===== src/rtl/regfile_wb_arbiter_pkg.sv =====
// regfile_wb_arbiter_pkg: shared widths and constants for the write-back arbiter
//   DATA_W_DEF : default write-back data width
//   ADDR_W_DEF : default register address width
//   STARVE_W   : starvation counter width
//   X0         : hard-wired zero register address (writes to it are dropped)
package regfile_wb_arbiter_pkg;
    localparam int DATA_W_DEF = 32;
    localparam int ADDR_W_DEF = 5;
    localparam int STARVE_W   = 8;
    localparam int X0         = 0;
endpackage


===== src/rtl/regfile_wb_arbiter_starve_ctr.sv =====
// wb_starve_ctr: counts consecutive stalled cycles of source 1 and raises prio1 at the limit
//   clk, rst     : clock, asynchronous active-high reset
//   req1_valid   : source 1 is requesting
//   req1_ready   : source 1 is granted this cycle
//   prio1        : registered flag giving source 1 priority over source 0
module wb_starve_ctr
    import regfile_wb_arbiter_pkg::*;
#(
    parameter int STARVE_LIMIT = 4
) (
    input  logic clk,
    input  logic rst,
    input  logic req1_valid,
    input  logic req1_ready,
    output logic prio1
);
    localparam logic [STARVE_W-1:0] LIM = STARVE_W'(STARVE_LIMIT);
    logic [STARVE_W-1:0] cnt, cnt_nxt;
    always_comb cnt_nxt = (!req1_valid || req1_ready) ? '0 : (cnt == LIM) ? cnt : cnt + 1'b1;
    // prio1 is registered from the next count so it equals (cnt == LIM) every cycle.
    always_ff @(posedge clk or posedge rst) begin
        if (rst) begin
            cnt   <= '0;
            prio1 <= 1'b0;
        end else begin
            cnt   <= cnt_nxt;
            prio1 <= (cnt_nxt == LIM);
        end
    end
endmodule


===== src/rtl/regfile_wb_arbiter.sv =====
// regfile_wb_arbiter: arbitrates two write-back sources onto one register-file write port
//   clk, rst                          : clock, asynchronous active-high reset
//   req0_valid/rd/data, req0_ready    : source 0 (ALU/immediate) handshake
//   req1_valid/rd/data, req1_ready    : source 1 (load/multi-cycle) handshake
//   RegWrite, rd, write_data          : registered write triple to the register file
//   q_rs1/q_rs2, q_hit1/q_hit2        : combinational pending-write hazard query
module regfile_wb_arbiter
    import regfile_wb_arbiter_pkg::*;
#(
    parameter int DATA_W       = DATA_W_DEF,
    parameter int ADDR_W       = ADDR_W_DEF,
    parameter int STARVE_LIMIT = 4
) (
    input  logic              clk,
    input  logic              rst,
    input  logic              req0_valid,
    input  logic [ADDR_W-1:0] req0_rd,
    input  logic [DATA_W-1:0] req0_data,
    output logic              req0_ready,
    input  logic              req1_valid,
    input  logic [ADDR_W-1:0] req1_rd,
    input  logic [DATA_W-1:0] req1_data,
    output logic              req1_ready,
    output logic              RegWrite,
    output logic [ADDR_W-1:0] rd,
    output logic [DATA_W-1:0] write_data,
    input  logic [ADDR_W-1:0] q_rs1,
    input  logic [ADDR_W-1:0] q_rs2,
    output logic              q_hit1,
    output logic              q_hit2
);
    localparam logic [ADDR_W-1:0] ZERO = ADDR_W'(X0);
    logic              prio1;
    logic [ADDR_W-1:0] sel_rd;
    logic [DATA_W-1:0] sel_data;
    logic              wr;

    wb_starve_ctr #(.STARVE_LIMIT(STARVE_LIMIT)) u_starve (
        .clk        (clk),
        .rst        (rst),
        .req1_valid (req1_valid),
        .req1_ready (req1_ready),
        .prio1      (prio1)
    );

    assign req0_ready = req0_valid && (!prio1 || !req1_valid);
    assign req1_ready = req1_valid && (prio1 || !req0_valid);
    assign sel_rd     = req1_ready ? req1_rd : req0_rd;
    assign sel_data   = req1_ready ? req1_data : req0_data;
    // Transfers to x0 complete the handshake but never reach the register file.
    assign wr         = (req0_ready || req1_ready) && (sel_rd != ZERO);

    always_ff @(posedge clk or posedge rst) begin
        if (rst) begin
            RegWrite   <= 1'b0;
            rd         <= '0;
            write_data <= '0;
        end else begin
            RegWrite <= wr;
            if (wr) begin
                rd         <= sel_rd;
                write_data <= sel_data;
            end
        end
    end

    // Pending = requested by either source or sitting in the output stage this cycle.
    function automatic logic pending(input logic [ADDR_W-1:0] q);
        return (q != ZERO) && ((req0_valid && req0_rd == q) || (req1_valid && req1_rd == q) || (RegWrite && rd == q));
    endfunction

    assign q_hit1 = pending(q_rs1);
    assign q_hit2 = pending(q_rs2);
endmodule


===== config.mk =====
export PLATFORM = sky130hd
export DESIGN_NAME = regfile_wb_arbiter
export DESIGN_NICKNAME = d
export VERILOG_FILES = /design/src/rtl/regfile_wb_arbiter_pkg.sv /design/src/rtl/regfile_wb_arbiter_starve_ctr.sv /design/src/rtl/regfile_wb_arbiter.sv
export SDC_FILE = /design/constraint.sdc
export NUM_CORES = 1
export LEC_CHECK = 0
export CAP_MARGIN = 10
export CORE_UTILIZATION = 40
export CTS_BUF_LIST = sky130_fd_sc_hd__clkbuf_4
export DETAILED_ROUTE_END_ITERATION = 8
export GPL_ROUTABILITY_DRIVEN = 0
export HOLD_SLACK_MARGIN = 0.15
export PLACE_DENSITY = 0.79
export SETUP_SLACK_MARGIN = 0.15
export SKIP_CTS_REPAIR_TIMING = 1
export SLEW_MARGIN = 20
export SYNTH_ARGS = -nofsm -noshare
export SYNTH_HDL_FRONTEND = slang
export SYNTH_HIERARCHICAL = 1
export SYNTH_SLANG_ARGS = --single-unit

===== constraint.sdc =====
create_clock -name clk -period 2 [get_ports clk]
set_clock_uncertainty 0.05 [all_clocks]
set_input_delay 0.3 -clock clk [delete_from_list [all_inputs] [get_ports clk]]
set_output_delay 0.3 -clock clk [all_outputs]
set_load 0.005 [all_outputs]

==> impl_metrics.toml <==
[route]
wl_mm = 8.76
vias = 2707
dr.pass1.iters = 4
antenna_left = 0
post_drt_wl_per_cell_um = 16.8
drtIter0Drc = 91
drc = 0
vias_per_cell = 5.18

[sta]
hold_viol_final = 0
fmax_ghz = 0.475
fin_crit_sh_pct = 105
worst_slack_ns = -0.103
finalMaxSlewViolations = 0
setup_viol = 2
slew_headroom_pct = 75.4
period_needed_ns = 2.10
tightestPinTransition_ns = 0.359
rsz0062_at_grt = "yes"

[yosys]
synth.area.top_cells = "dfrtp_1, mux2_2, mux2_4, xor2_1, buf_12"
synth.top_cell.area_share_pct = 39.0
syn_area_per_cell_um2 = 11.9
syn_area_um2 = 3020
yosys_register_bits = 47
synth_nets = 344
yosysTopAreaCell = "dfrtp_1"
yosys_most_used_dff = "dfrtp_1"
netlist_instances = 254
synth_edf_count = 0
synthArstFlopShare_pct = 100
synth_cell_types = 41
synth-seq-area-share_pct = 39.0
ys_warn_count = 6

[worst_setup_path]
crit_type = "flop to output pin"
cp_slowest_cell = "dfrtp_1"
crit_family = "flip-flops"
crit_required_ns = 1.65
r2r_slack_ns = 0.28
critPathMaxStageDelay_ns = 0.43
r2r_cells = 8
start_kind = "flop"
crit_path_cell_trace = "buf_6 -> xor2_2 -> nor4_2 -> a32oi_1 -> a21oi_1 -> buf_2"
worst-path-stages = 6
arrival_ns = 1.75
cp-end-kind = "output pin"
critPathBufInv = 2
crit_path_max_fanout = 2

[global_route]
gr-total-overflow = 0
grt_util_all_layers_pct = 21.1
grt_pass1_wl_mm = 12.6
grt_max_degree = 36
antenna_found_initial = 0
grt_pass1_vias = 2595

[placed_design]
place_area_um2 = 4620
hpwl_mm = 6.58
port_buffers = 129

[pwr]
power_uw = 2700
p_per_area_nw_per_um2 = 552
power_leakage_uw = 0.00224
ir_drop_uv = 324

[cts]
cts_sinks = 47
cts_max_level = 2
clk_latency_ns = 0.36
numCtsBuffers = 5
clk_pin_slew_ns = 0.15
root_buffer = "clkbuf_4"
clk_path_buf_depth = 2
cts_tree = "built"

[hold_path]
hold_class = "primary input to async pin"

[die]
start_util_pct = 41.6
core_um2 = 7250
rows = 31
ios = 130
die_area_um2 = 7890
die_h_um = 88.8
die_w_um = 88.8

[finish]
n_fill_cell = 550
drive_gt1_share_pct = 32.1
syn2layout_area_growth_pct = 61.8
final_cell_area_um2 = 4880
diodes = 0
seq_area_um2 = 1180
multi_input_area_um2 = 1750
final_nets = 513

[outcome]
violations = "setup timing"
outcome = "finished with violations"

[flow_run]
drv_cap = 0
routing by layer:
metal	part of all wire [%]	global-route usage [%]
met1	40	26.2
met4	0.66	5.72
met2	54	37.6
met3	5.2	3.64
met5	0	0
Yosys cell counts (2+ instances only):
cell and n:
nor2_1 7, nor4_1 7, nand2b_1 2, nand3_1 7
or4_1 4, or3_1 3, a211o_1 3, o22ai_1 2
a32oi_1 3, inv_1 10, ha_1 2, buf_1 3
mux2_4 28, and2_0 2, mux2_2 38, xnor2_1 6
o21ai_0 7, nand2_1 6, buf_12 3, o32ai_1 2
dfrtp_1 47, a2111oi_0 2, buf_6 4, nor3_1 4
a21oi_1 11, xor2_1 26
worst register-to-register path, stage by stage, from the launching register on:
cell and delay (ns):
dfrtp_1 0.38, nand2_2 0.06, nand2_2 0.08, inv_2 0.06
buf_4 0.13, a32oi_2 0.23, nand2b_4 0.11, clkbuf_16 0.20
mux2_4 0.30
stage by stage:
stage | TNS, ns | util [%] | worst slack, ns | std cells | hold WS, ns
detailed placement | -16.27 | 63.7 | -0.504 | 507 | 0.447
global route | -0.422 | 67.3 | -0.219 | 523 | 0.167
CTS | -3.19 | 64.8 | -0.514 | 515 | 0.184
global placement | -15.45 | 63.7 | -0.459 | 507 | 0.440
floorplan | 0 | - | 0.148 | 254 | 0.0779
finish | -0.167 | 67.3 | -0.103 | 523 | 0.175
final timing paths:
kind                                 from               to
min in group clk               req0_rd[2]            rd[2]
setup / recovery                    rd[0]           q_hit1
hold / removal                        rst  u_starve/cnt[6]
hold reg to reg            write_data[18]   write_data[18]
setup reg to reg           u_starve/prio1    write_data[2]
max in group asynchronous             rst            rd[4]
final cells by class:
| cell class | instances | share of cell area (%) |
|---|---|---|
| clock buffer | 5 | 0.769 |
| clock inverter | 3 | 0.897 |
| inverter | 10 | 0.769 |
| multi-input combinational | 186 | 35.8 |
| sequential | 47 | 24.1 |
| tap | 99 | 2.54 |
| timing repair buffer | 173 | 35.2 |
registers in the layout (all words and copies together), names as in the netlist:
name and flops:
u_starve/cnt 8, rd 5, write_data 32, u_starve/prio1 1, RegWrite 1
cell usage in the layout (no fill, tap or decap), types with 4 or more instances in the layout:
cell             count
nor2_1               7
a21oi_1             10
xnor2_1              6
nor4_2               4
xor2_1              25
or4_1                4
nor3_1               4
dlymetal6s2s_1      17
nand3_1              7
buf_4               38
inv_1                9
clkdlybuf4s50_1    110
clkbuf_4             5
mux2_4              28
nand2_1              4
o21ai_0              7
dfrtp_1             46
mux2_2              38
report_power, final:
| group | internal [µW] | leakage [µW] | switching (µW) | total, µW |
|---|---|---|---|---|
| sequential | 1050 | 0.000565 | 81.2 | 1140 |
| combinational | 649 | 0.00163 | 337 | 986 |
| clock | 264 | 0.0000452 | 311 | 574 |
| total | 1970 | 0.00224 | 729 | 2700 |
cell families after synthesis:
group	after synthesis	synth area share, %
AO/OA/AOI/OAI	36	7.96
XOR/XNOR	32	9.29
adder cells (fa/ha/maj)	2	0.829
buffers and inverters	21	5.27
flip-flops	47	39.0
multiplexers	67	28.5
AND/OR/NAND/NOR	49	9.21
(Power assumes the default switching activity.)
